**src/rtl/div_arb.sv**
```systemverilog
// div_arb: round-robin sharing of one iterative 16-bit divider among NREQ requesters.
// Optional: DIVARB_DIVZERO_EN answers zero divisors directly with 16'hFFFF/err, no divider issue.
module div_arb #(
  parameter int NREQ    = 4,
  parameter int DIV_LAT = 17,
  parameter int TMO     = 3
) (
  input  logic               clk,
  input  logic               rst_n,
  input  logic [NREQ-1:0]    req_v,
  input  logic [16*NREQ-1:0] req_a,
  input  logic [16*NREQ-1:0] req_b,
  output logic [NREQ-1:0]    req_rdy,
  output logic [NREQ-1:0]    rsp_v,
  output logic [15:0]        rsp_q,
  output logic               rsp_err,
  output logic               busy,
  output logic [15:0]        div_a,
  output logic [15:0]        div_b,
  output logic               div_iv,
  input  logic [15:0]        div_q,
  input  logic               div_ov
);

  localparam int IDW = $clog2(NREQ);
  localparam int CW  = $clog2(DIV_LAT + TMO);
  localparam logic [CW-1:0] CNT_OK  = CW'(DIV_LAT - 1);
  localparam logic [CW-1:0] CNT_TMO = CW'(DIV_LAT - 1 + TMO);

  localparam logic [1:0] IDLE  = 2'd0;
  localparam logic [1:0] ISSUE = 2'd1;
  localparam logic [1:0] WAIT  = 2'd2;
  localparam logic [1:0] RESP  = 2'd3;

  logic [1:0]     state;
  logic [IDW-1:0] ptr;
  logic [IDW-1:0] id;
  logic [CW-1:0]  cnt;

  logic           found;
  logic [IDW-1:0] grant_id;
  logic [IDW-1:0] idx;
  logic [15:0]    sel_a;
  logic [15:0]    sel_b;

  // First asserted request at or above ptr, wrapping around.
  always_comb begin
    found    = 1'b0;
    grant_id = '0;
    idx      = '0;
    for (int k = 0; k < NREQ; k++) begin
      idx = IDW'((int'(ptr) + k) % NREQ);
      if (!found && req_v[idx]) begin
        found    = 1'b1;
        grant_id = idx;
      end
    end
  end

  always_comb begin
    sel_a = '0;
    sel_b = '0;
    for (int i = 0; i < NREQ; i++) begin
      if (grant_id == IDW'(i)) begin
        sel_a = req_a[16*i +: 16];
        sel_b = req_b[16*i +: 16];
      end
    end
  end

  always_comb begin
    req_rdy = '0;
    if (state == IDLE && found) req_rdy[grant_id] = 1'b1;
  end

  assign busy   = (state != IDLE);
  assign div_iv = (state == ISSUE);

  always_ff @(posedge clk or negedge rst_n) begin
    if (!rst_n) begin
      state   <= IDLE;
      ptr     <= '0;
      id      <= '0;
      cnt     <= '0;
      div_a   <= '0;
      div_b   <= '0;
      rsp_v   <= '0;
      rsp_q   <= '0;
      rsp_err <= 1'b0;
    end else begin
      rsp_v <= '0;
      case (state)
        IDLE: begin
          if (found) begin
            id    <= grant_id;
            div_a <= sel_a;
            div_b <= sel_b;
`ifdef DIVARB_DIVZERO_EN
            if (sel_b == 16'd0) begin
              rsp_v[grant_id] <= 1'b1;
              rsp_q           <= 16'hFFFF;
              rsp_err         <= 1'b1;
              state           <= RESP;
            end else begin
              state <= ISSUE;
            end
`else
            state <= ISSUE;
`endif
          end
        end
        ISSUE: begin
          cnt   <= '0;
          state <= WAIT;
        end
        WAIT: begin
          // Only an ov landing exactly at the expected latency is trusted.
          if (div_ov && cnt == CNT_OK) begin
            rsp_v[id] <= 1'b1;
            rsp_q     <= div_q;
            rsp_err   <= 1'b0;
            state     <= RESP;
          end else if (cnt == CNT_TMO) begin
            rsp_v[id] <= 1'b1;
            rsp_q     <= '0;
            rsp_err   <= 1'b1;
            state     <= RESP;
          end else begin
            cnt <= cnt + 1'b1;
          end
        end
        RESP: begin
          ptr   <= (id == IDW'(NREQ - 1)) ? '0 : id + 1'b1;
          state <= IDLE;
        end
        default: state <= IDLE;
      endcase
    end
  end

endmodule

```
**config.mk**
```make
export PLATFORM = sky130hd
export DESIGN_NAME = div_arb
export DESIGN_NICKNAME = d
export VERILOG_FILES = /design/src/rtl/div_arb.sv
export SDC_FILE = /design/constraint.sdc
export NUM_CORES = 1
export LEC_CHECK = 0
export ABC_CLOCK_PERIOD_IN_PS = 2000
export BUFFER_PORTS_ARGS = -buffer_cell sky130_fd_sc_hd__buf_4
export CORE_AREA = 2 2 93 95
export DETAILED_ROUTE_END_ITERATION = 12
export DIE_AREA = 0 0 95 97
export GPL_TIMING_DRIVEN = 0
export PLACE_DENSITY = 0.81
export SLEW_MARGIN = 5
export SYNTH_ARGS = -nofsm -noshare
export SYNTH_HDL_FRONTEND = slang
export SYNTH_SLANG_ARGS = --single-unit
```
**constraint.sdc**
```tcl
create_clock -name clk -period 2 [get_ports clk]
set_input_delay 0.3 -clock clk [delete_from_list [all_inputs] [get_ports clk]]
set_output_delay 0.3 -clock clk [all_outputs]
set_load 0.03 [all_outputs]
```
Yosys cells after proc, flatten, opt, wreduce, memory -nomap -nowiden
Cells that the tools add are included.

word-level totals
  bits in registers = 64
  bits of input ports = 151
  output and inout port bits = 59
  logic and storage cells = 98

cells by class
  add/sub/neg operators = 5
  $lt $le $gt $ge = 8
  eq/ne operators = 13
  muxes and demuxes = 44
  reductions and logical operators = 19

operators with widths
  cell                                                 number
  two-way mux 16 bit                                   10
  < comparator 2 x 3 -> 1 bit, second input constant   6
  two-way mux 2 bit                                    8
  two-way mux 4 bit                                    4
  two-way mux 1 bit                                    12
  equality test 2 bit, second input constant           5
  equality test 5 bit, second input constant           2
  two-way mux 5 bit                                    2
  one-hot mux 5 bit (2 select lines)                   1
  binary-select mux 1 bit (select 2 bit)               4
  one-hot mux 2 bit (4 select lines)                   1
  logical AND 1 bit                                    7
  != test 2 bit, second input constant                 3
  AND reduction 2 bit                                  3
  nonzero test 2 bit                                   3
  adder 5 x 1 -> 5 bit, second input constant          1
  adder 2 x 1 -> 2 bit, second input constant          2
  adder 2 bit, second input constant                   2
  demux 1 bit (select 2 bit)                           2
  equality test 2 x 1 -> 1 bit, second input constant  2
  >= comparator 2 x 1 -> 1 bit, second input constant  2
  zero test 2 bit                                      2
  zero test 1 bit                                      3
  != test 3 bit, second input constant                 1
  AND reduction 3 bit                                  1

Logic depth before layout (Yosys ltp)
Gate-level depths: netlist (run 1).

  word-level depth = 17
  gate-level depth with buffers = 8
  gate-level depth less buffers = 7

Worst setup path after synthesis (run 1)
Ideal clock, no wire load.

  path kind = reg-to-output
  from = register state[0]
  to = output req_rdy[0]
  data arrival time = 1.767 ns
  required time = 1.700 ns
  path slack = -0.067 ns
  stages on the path, launching flop included = 8
  path buffers = 1
  cell sequence = dfrtp_1 -> inv_1 -> ha_1 -> inv_1 -> nor2_1 -> o21ai_1 -> clkbuf_1 -> nor2_1

between the ends
  longest elaborated chain between the ends = 3

ends and longest elaborated chain
  item                      line  RTL
  start: declaration        35    logic [1:0] state;
  start signal: assignment  81    state <= IDLE;
  start signal: assignment  108   state <= ISSUE;
  start signal: assignment  114   state <= WAIT;
  zero test 2 bit           73    if (state == IDLE && found) req_rdy[grant_id] = 1'b1;
  logical AND 1 bit         73
  two-way mux 4 bit         73
  end: declaration          13    output logic [NREQ-1:0] req_rdy,

No other way between the ends.

Final worst setup path (run 1)
  from = register ptr[1]
  to = output req_rdy[3]

between the ends
  longest elaborated chain between the ends = 17
  elaborated cells between the ends (all ways) = 32
  classes of those cells = add/sub (3); order compare (2); mux (19); reduce/logical (8)

ends and longest elaborated chain
  item                                                                                  line  RTL
  start: declaration                                                                    36    logic [IDW-1:0] ptr;
  start signal: assignment                                                              133   ptr <= (id == IDW'(NREQ - 1)) ? '0 : id + 1'b1;
  parallel branches: the longest is 16 deep, another holds < comparator 2 x 3 -> 1 bit  n/a
  two-way mux 4 bit *                                                                   73

Mark *: on every way between the ends. The select of a mux whose other input is x is not followed.

==> impl_metrics.tcl, run 1 <==
set metrics [dict create \
    crit_chain "nand3b_1 -> o21ai_1 -> a221o_1 -> buf_6 -> buf_12 -> nor2_4 -> buf_6" \
    pin_count 210 \
    cp.arrival_ns 1.83 \
    synthAdderAreaFrac_pct 3.65 \
    cts_root_buf "clkbuf_8" \
    run_status "finished, violations left" \
    max-cap-violations 0 \
    critPathKind "flop to output port" \
    multi_input_area_sq_mm 0.00174 \
    grt_max_degree 65 \
    maxSlewViolCount 0 \
    netlist_area_sq_mm 0.00343 \
    grt_setup_unrepaired "yes" \
    final_area_sq_mm 0.00555 \
    nets 708 \
    dieWidth_um 95 \
    dieArea_sq_mm 0.00922 \
    cp_common_cell "buf_6" \
    synthTopCellsByArea "dfrtp_1, mux2i_1, o221ai_1" \
    via_per_inst 5.33 \
    fin_crit_ns 2.13 \
    nFillCells 635 \
    synth_cells 316 \
    clkLatencyLatePin_ns 0.34 \
    violations "negative setup slack" \
    clkTransAtPathRegs_ns 0.08 \
    cp_num_buf_inv 3 \
    synth_xor_area_share_pct 0 \
    die_h_um 97 \
    antenna_found_initial 0 \
    synth_top_area_cell "dfrtp_1" \
    ant_nets 0 \
    initial_utilization_pct 42.1 \
    gp_routability_congestion 0.809 \
    diodes 0 \
    p_leak_nw 2.96 \
    irDropWorstVdd_v 0.000774 \
    drt_iter0_drc 107 \
    synth_commonest_cells "dfrtp_1, mux2i_1, nand2_1" \
    grt_pass1_wl_mm 18.1 \
    relSlewSlack_pct 44.9 \
    syn_area_per_cell_sq_um 10.8 \
    fmax_mhz 469 \
    cts_tree "yes" \
    cts_made_buffers 9 \
    dpl-instance-area_sq_mm 0.00513 \
    crit_path_end_kind "output port" \
    wl_per_cell_um 17.3 \
    drive_above_1_share_pct 49.6 \
    rrSetupSlack_ns 0.09 \
    cts_max_level 3 \
    dr.pass1.iters 4 \
    postRouteWirelength_mm 11.3 \
    worst_slew_pin_slew_ns 0.826 \
    setup_viol 4 \
    syn_nets 477 \
    ys_seq_area_share_pct 46.7 \
    power.density_mw_per_mm2 1460 \
    place_ws_ns -0.428 \
    synth_top_family_by_area "multiplexers" \
    numClockSinks 64 \
    r2r-start "ptr[1]" \
    cts_buffer_depth 2 \
    fin_worst_skew_ns 0.0136 \
    drc 0 \
    seq_area_sq_mm 0.00160 \
    synth-seq-cells 64 \
    hold_violations 0 \
    synth-main-ff-cell "dfrtp_1" \
    grt.overflow.total 0 \
    worstPathRequired_ns 1.70 \
    hp-class "input port to asynchronous set/reset pin" \
    max_stage_delay_ns 0.45 \
    grtUsageTotal_pct 25.1 \
    rows 33 \
    yosys.area_share.simple_pct 8.73 \
    num_vias 3504 \
    post-route-period-util_pct 107 \
    area_growth_pct 62.1 \
    synth_top_area_share_pct 46.7 \
    synth_edf_count 0 \
    ys_async_sr_fraction_pct 100 \
    port_buffers 209 \
    synth.area.mux_share_pct 19.4 \
    whs_ns 0.0303 \
    yosys_warnings 0 \
    crit_fanout 7 \
    dp_hpwl_mm 8.50 \
    hold_buffers 0 \
    critPathSlowestCell "dfrtp_2" \
    cpLargestDelayFamily "flip-flops" \
    startpoint "ptr[1]" \
    coreArea_sq_mm 0.00813 \
    yosysUniqueCellTypes 32 \
    synth_compound_area_share_pct 16.4 \
    worst_setup_path_start_kind "flop" \
    grt_pass1_vias 3676 \
    finalWorstSetupSlack_ns -0.133 \
]
[routing by layer]
| layer | GRT usage, % | up-vias | part of all wire (%) |
|---|---|---|---|
| li1 | - | 1635 | - |
| met1 | 30.0 | 1705 | 38 |
| met2 | 43.5 | 143 | 53 |
| met3 | 5.14 | 21 | 6.1 |
| met4 | 9.81 | 0 | 2.4 |
| met5 | 0 | - | 0 |
[layout make-up]
| class | count | share of cell area (%) |
|---|---|---|
| multi-input cells | 215 | 31.4 |
| inverters | 14 | 0.946 |
| repair buffers | 222 | 30.3 |
| flip-flops and latches | 64 | 28.9 |
| clock buffers | 10 | 2.48 |
| well taps | 105 | 2.37 |
| plain buffers | 21 | 2.91 |
| clock inverters | 6 | 0.789 |
[sequential cells by signal, summed over array words and instances (netlist names), 2 cells and up]
name,cells
cnt,5
div_a,16
div_b,16
id,2
ptr,2
rsp_q,16
rsp_v,4
state,2
[what timing repair did]
action / in CTS / in global routing
cloned: 0 / 0
setup buffers: 12 / 1
setup endpoints to repair: 32 / 44
resized for setup: 37 / 15
pin swaps: 8 / 6
[report_power, final]
group	total [mW]	switching, mW	internal, mW
logic	4.84	2.78	2.06
clock network	1.03	0.546	0.485
registers	2.22	0.360	1.86
[stage by stage]
stage / power (mW) / cells / setup TNS [ns] / utilization (%)
6_report: 8.09 / 657 / -0.372 / 68.3
5_1_grt: 8.58 / 657 / -0.729 / 68.3
4_1_cts: 8.04 / 656 / -0.447 / 67.8
3_5_place_dp: 6.66 / 630 / -6.52 / 63.0
3_3_place_gp: 6.54 / 630 / -6.46 / 63.0
2_1_floorplan: 5.01 / 316 / -0.245 / -
[worst reg2reg max path, cell delays in order (launching register included)]
cell	delay, ns
dfrtp_2	0.45
nand3b_1	0.10
o21ai_1	0.07
a221o_1	0.36
buf_6	0.16
buf_4	0.16
buf_6	0.16
mux2i_1	0.19
o221ai_1	0.15
[path summary, 6_finish.rpt]
check	endpoint	cells after the start
setup / recovery	req_rdy[3]	7
hold / removal	rsp_q[1]	1
setup reg to reg	div_b[4]	8
hold reg to reg	div_b[6]	2
max in group asynchronous	ptr[1]	1
min in group clk	rsp_q[1]	2
[cell families (layout without fill, tap and decap cells)]
kind of cell	count (synthesis)	count (layout)
AOI/OAI and AO/OA	71	71
adders and majority gates	10	10
buffers and inverters	37	273
DFF	64	64
muxes	66	66
and+or+nand+nor	68	68
[cells in the final DEF (no fill, tap or decap), types with 7 or more instances in the layout]
cell	instances
o221ai_1	31
buf_6	7
nand2_1	40
buf_4	218
o21ai_0	7
a22o_1	17
ha_1	9
inv_1	10
clkbuf_8	11
dfrtp_1	63
mux2i_1	64
(Power assumes the default switching activity.)
==> run 2, diff against run 1 <==
--- a/config.mk
+++ b/config.mk
@@ -7,11 +7,11 @@
 export LEC_CHECK = 0
 export ABC_CLOCK_PERIOD_IN_PS = 2000
 export BUFFER_PORTS_ARGS = -buffer_cell sky130_fd_sc_hd__buf_4
-export CORE_AREA = 2 2 93 95
+export CORE_AREA = 2 2 94 96
 export DETAILED_ROUTE_END_ITERATION = 12
-export DIE_AREA = 0 0 95 97
+export DIE_AREA = 0 0 96 98
 export GPL_TIMING_DRIVEN = 0
-export PLACE_DENSITY = 0.81
+export PLACE_DENSITY = 0.8
 export SLEW_MARGIN = 5
 export SYNTH_ARGS = -nofsm -noshare
 export SYNTH_HDL_FRONTEND = slang
==> run 2 against run 1 <==
Net effect:
- the run still ends with negative setup slack left
- critical path depth did not move
- global-route usage fell by 0.52 points
- cell area rose by 2.1%
- routed wire length fell by 0.58%
- clock skew fell by 0.0024 ns
- largest cell class unchanged
- highest routed layer unchanged
==> impl_metrics.tcl, run 2 (synthesized netlist as in run 1, its figures left out) <==
set metrics [dict create \
    grtUsageTotal_pct 24.6 \
    cts_max_level 3 \
    grt_max_degree 65 \
    cts_made_buffers 9 \
    reg_top3 "div_a x16, div_b x16, rsp_q x16" \
    clkTransAtPathRegs_ns 0.08 \
    violations "negative setup slack" \
    worst_slew_pin_slew_ns 0.818 \
    maxSlewViolCount 0 \
    seq_area_sq_mm 0.00160 \
    area_growth_pct 65.6 \
    num_vias 3489 \
    fmax_mhz 478 \
    setup_viol 4 \
    rows 34 \
    numClockSinks 64 \
    worstPathRequired_ns 1.70 \
    fin_crit_ns 2.09 \
    hold_buffers 0 \
    crit_fanout 7 \
    nets 715 \
    cts_buffer_depth 2 \
    layout_commonest_cell "buf_4" \
    hp-class "input port to asynchronous set/reset pin" \
    drc 0 \
    die_h_um 98 \
    post-route-period-util_pct 105 \
    grt.overflow.total 0 \
    diodes 0 \
    final_cell_mix "buf_4, dfrtp_1, mux2i_1" \
    nFillCells 681 \
    cp_common_cell "buf_6" \
    dieArea_sq_mm 0.00941 \
    irDropWorstVdd_v 0.000770 \
    dpl-instance-area_sq_mm 0.00513 \
    multi_input_area_sq_mm 0.00178 \
    cts_tree "yes" \
    dr.pass1.iters 4 \
    power.density_mw_per_mm2 1470 \
    finalWorstSetupSlack_ns -0.0914 \
    fin_util_pct 67.0 \
    setup_tns_ns -0.255 \
    final_area_sq_mm 0.00567 \
    relSlewSlack_pct 45.4 \
    grt_pass1_wl_mm 17.9 \
    cpLargestDelayFamily "flip-flops" \
    grt_setup_unrepaired "yes" \
    run_status "finished, violations left" \
    dieWidth_um 96 \
    dp_hpwl_mm 8.32 \
    drt_iter0_drc 111 \
    drive_above_1_share_pct 51.3 \
    cp.arrival_ns 1.79 \
    grt_pass1_vias 3556 \
    critPathKind "flop to output port" \
    gp_routability_congestion 0.772 \
    fin_worst_skew_ns 0.0112 \
    clkLatencyLatePin_ns 0.33 \
    hold_violations 0 \
    cts_root_buf "clkbuf_8" \
    wl_per_cell_um 16.9 \
    ant_nets 0 \
    power_mw 8.31 \
    initial_utilization_pct 40.5 \
    crit_path_end_kind "output port" \
    cp_num_buf_inv 3 \
    max-cap-violations 0 \
    via_per_inst 5.24 \
    max_stage_delay_ns 0.46 \
    p_leak_nw 2.99 \
    pin_count 210 \
    postRouteWirelength_mm 11.3 \
    port_buffers 209 \
    antenna_found_initial 0 \
    critPathSlowestCell "dfrtp_2" \
    coreArea_sq_mm 0.00847 \
    crit_chain "nand3b_1 -> o21ai_1 -> a221o_1 -> buf_6 -> buf_12 -> nor2_4 -> buf_6" \
    worst_setup_path_start_kind "flop" \
]
-- run 2: changes by cell type in the layout (fill, tap and decap cells not counted), moves of 2 or more --
cell / previous run / this run
buf_2: 5 / 2
buf_4: 218 / 227
buf_6: 7 / 5
buf_8: 0 / 3
mux2i_1: 64 / 59
mux2i_2: 0 / 4
-- run 2: metal layers --
metal	GRT usage, %	vias up	share of wire [%]
met5	0	-	0
met4	6.37	0	1.8
met3	5.63	18	5.9
met2	42.1	121	52
met1	30.9	1699	41
li1	-	1651	-
-- run 2: what timing repair did --
action / CTS / global route
resized for setup: 41 / 27
pin swaps: 7 / 8
buffers inserted: 13 / 6
setup endpoints to repair: 40 / 46
cloned: 0 / 0
-- run 2: final cells by class --
type | instances | area share, %
Clock buffer | 10 | 2.43
Tap cell | 108 | 2.38
Inverter | 14 | 0.927
Clock inverter | 5 | 1.01
Buffer | 22 | 3.20
Sequential cell | 64 | 28.3
Multi-Input combinational cell | 215 | 31.3
Timing Repair Buffer | 228 | 30.4
-- run 2: worst paths after layout --
check / startpoint / end / slack, ns / cells past startpoint
worst max-delay path: ptr[1] / req_rdy[2] / -0.09 / 7
worst min-delay path: rst_n / rsp_q[0] / 0.06 / 1
worst max register to register: ptr[1] / div_b[0] / 0.06 / 8
worst min register to register: cnt[4] / cnt[4] / 0.49 / 1
max in group asynchronous: rst_n / ptr[1] / 1.36 / 1
min in group clk: div_q[15] / rsp_q[15] / 0.18 / 2
-- run 2: per-stage QoR --
stage	instances	hold WS, ns	worst slack (ns)
final	666	0.0607	-0.0914
after global routing	666	0.111	-0.164
after CTS	660	0.0825	-0.0873
after detailed placement	633	0.453	-0.430
after global placement	633	0.442	-0.494
after floorplan	316	0.00441	-0.0666
-- run 2: where the power goes --
group / internal (mW) / total, mW / switching [mW]
Clock: 0.600 / 1.11 / 0.512
Combinational: 2.18 / 4.98 / 2.80
Sequential: 1.86 / 2.22 / 0.364
==> run 3, diff against run 2 <==
--- a/config.mk
+++ b/config.mk
@@ -5,13 +5,14 @@
 export SDC_FILE = /design/constraint.sdc
 export NUM_CORES = 1
 export LEC_CHECK = 0
+export ABC_AREA = 1
 export ABC_CLOCK_PERIOD_IN_PS = 2000
 export BUFFER_PORTS_ARGS = -buffer_cell sky130_fd_sc_hd__buf_4
-export CORE_AREA = 2 2 94 96
+export CORE_AREA = 2 2 101 103
 export DETAILED_ROUTE_END_ITERATION = 12
-export DIE_AREA = 0 0 96 98
+export DIE_AREA = 0 0 103 105
 export GPL_TIMING_DRIVEN = 0
-export PLACE_DENSITY = 0.8
+export PLACE_DENSITY = 0.77
 export SLEW_MARGIN = 5
 export SYNTH_ARGS = -nofsm -noshare
 export SYNTH_HDL_FRONTEND = slang
==> run 3 against run 2 <==
Net effect:
- the flow still finishes with violations (negative setup slack)
- clock-buffer cell count did not move
- highest routed layer unchanged
- sequential power about the same
- final cell count rose by 44%
- combinational power up 98%
- synthesized area increased by 17%
- synthesized cell count rose by 79%
==> impl_metrics.tcl, run 3 <==
set metrics [dict create \
    crit_chain "buf_6 -> nand2_2 -> nand2_2 -> nand2_2 -> nand2_2 -> nor2_4 -> nand3_2 -> nand2_2 -> nand2_4 -> buf_8 -> buf_8 -> nor3_4 -> buf_6" \
    synthTopCellsByArea "dfrtp_1, nand2_1, nor2_1" \
    cts_made_buffers 9 \
    ys_seq_area_share_pct 40.1 \
    post-route-period-util_pct 126 \
    fin_util_pct 68.0 \
    clkTransAtPathRegs_ns 0.08 \
    grt_setup_unrepaired "yes" \
    whs_ns 0.0391 \
    place_ws_ns -0.383 \
    max-cap-violations 0 \
    wl_per_cell_um 14.6 \
    via_per_inst 4.91 \
    nFillCells 848 \
    synth-main-ff-cell "dfrtp_1" \
    ant_nets 0 \
    irDropWorstVdd_v 0.00119 \
    synth_cells 565 \
    p_leak_nw 3.61 \
    power_mw 13.3 \
    cts_root_buf "clkbuf_8" \
    worst_setup_path_start_kind "flop" \
    dr.pass1.iters 4 \
    port_buffers 209 \
    dpl.cell_count 907 \
    rows 36 \
    fin_worst_skew_ns 0.0119 \
    ys_async_sr_fraction_pct 100 \
    layout_commonest_cell "buf_4" \
    synth_top_area_share_pct 40.1 \
    diodes 0 \
    finalWorstSetupSlack_ns -0.522 \
    hold_violations 0 \
    drt_iter0_drc 270 \
    syn_area_per_cell_sq_um 7.07 \
    clkLatencyLatePin_ns 0.34 \
    drive_above_1_share_pct 40.8 \
    postRouteWirelength_mm 14.0 \
    final_area_sq_mm 0.00656 \
    final_cell_mix "buf_4, nand2_1, nor2_1" \
    hp-class "input port to asynchronous set/reset pin" \
    drc 0 \
    antenna_found_initial 0 \
    grtUsageTotal_pct 23.9 \
    yosysMostFrequentCell "nand2_1" \
    reg_top3 "div_a x16, div_b x16, rsp_q x16" \
    nets 982 \
    run_status "finished, violations left" \
    cts_max_level 3 \
    crit_path_end_kind "output port" \
    area_growth_pct 64.1 \
    max_stage_delay_ns 0.48 \
    syn_nets 726 \
    die_h_um 105 \
    cts_buffer_depth 2 \
    synth-seq-cells 64 \
    hold_buffers 0 \
    yosysUniqueCellTypes 30 \
    dieArea_sq_mm 0.0108 \
    crit_fanout 5 \
    violations "negative setup slack" \
    dieWidth_um 103 \
    yosys_warnings 0 \
    pin_count 210 \
    grt_max_degree 65 \
    numClockSinks 64 \
    num_vias 4712 \
    netlist_area_sq_mm 0.00399 \
    synth_edf_count 0 \
    setup_tns_ns -6.94 \
    worstPathRequired_ns 1.70 \
    critPathSlowestCell "dfrtp_2" \
    maxSlewViolCount 0 \
    critPathKind "flop to output port" \
    fin_crit_ns 2.52 \
    gp_routability_congestion 0.898 \
    initial_utilization_pct 41.4 \
    relSlewSlack_pct 45.8 \
    setup_viol 37 \
    worst_slew_pin_slew_ns 0.813 \
    cp.arrival_ns 2.22 \
    dp_hpwl_mm 9.87 \
    synth_commonest_cells "nand2_1, nor2_1, nand3_1" \
    synth_top_area_cell "dfrtp_1" \
    grt_pass1_wl_mm 20.7 \
    coreArea_sq_mm 0.00964 \
    cp_common_cell "nand2_2" \
    fmax_mhz 396 \
    instances_no_fill 959 \
    grt_pass1_vias 4512 \
    dpl-instance-area_sq_mm 0.00575 \
    power.density_mw_per_mm2 2020 \
    cp_num_buf_inv 4 \
    cts_tree "yes" \
    cpLargestDelayFamily "simple AND/OR/NAND/NOR gates" \
    grt.overflow.total 0 \
]
## run 3: cell count changes in the layout (fill, tap and decap cells not counted), moves of 15 or more
cell,delta
buf_6,+15
o221ai_1,-31
nor2_1,+85
nand3_1,+60
mux2i_1,-59
inv_1,+42
nand2_2,+17
nand2_1,+117
## run 3: cell families (layout without fill, tap and decap cells)
group	count (synthesis)	after routing	synth area share (%)
adder cells (fa/ha/maj)	10	10	3.13
XOR/XNOR	2	2	0.439
flip-flops	64	64	40.1
buffers and inverters	82	342	9.90
AND/OR/NAND/NOR	358	359	37.9
AO/OA/AOI/OAI	49	49	8.52
## run 3: repair_timing
item / 4_1_cts / 5_1_grt
setup buffers: 12 / 20
gates resized for setup: 36 / 63
setup endpoints to repair: 40 / 37
gates cloned: 2 / 3
pin swaps: 6 / 28
## run 3: final timing paths
path	startpoint	to	slack (ns)	depth (start not counted)
worst max-delay path	ptr[1]	req_rdy[1]	-0.52	13
worst min-delay path	rst_n	rsp_q[1]	0.04	1
worst max register to register	ptr[1]	div_a[4]	-0.19	15
worst min register to register	div_b[14]	div_b[14]	0.48	2
max in group asynchronous	rst_n	ptr[0]	1.37	1
min in group clk	req_b[51]	div_b[3]	0.17	3
## run 3: layout make-up
cell class	instances	area, sq um	share of cell area, %
Multi-Input combinational cell	420	2180	33.3
Inverter	56	220	3.36
Tap cell	133	166	2.54
Sequential cell	64	1600	24.5
Clock buffer	10	138	2.10
Timing Repair Buffer	244	1920	29.3
Buffer	26	256	3.91
Clock inverter	6	67.6	1.03
## run 3: metal layers
metal / track usage [%] / routed length, um / vias to the layer above / share of wire, %
met5: 0 / 0 / - / 0
met4: 7.61 / 323 / 0 / 2.3
met3: 4.75 / 978 / 35 / 7.0
met2: 42.1 / 7220 / 192 / 52
met1: 28.7 / 5430 / 2179 / 39
li1: - / - / 2306 / -
## run 3: where the power goes
part,switching (mW),leakage [nW],internal [mW]
combinational,5.69,2.72,4.18
sequential,0.354,0.792,1.87
clock,0.554,0.0989,0.614
total,6.60,3.61,6.67
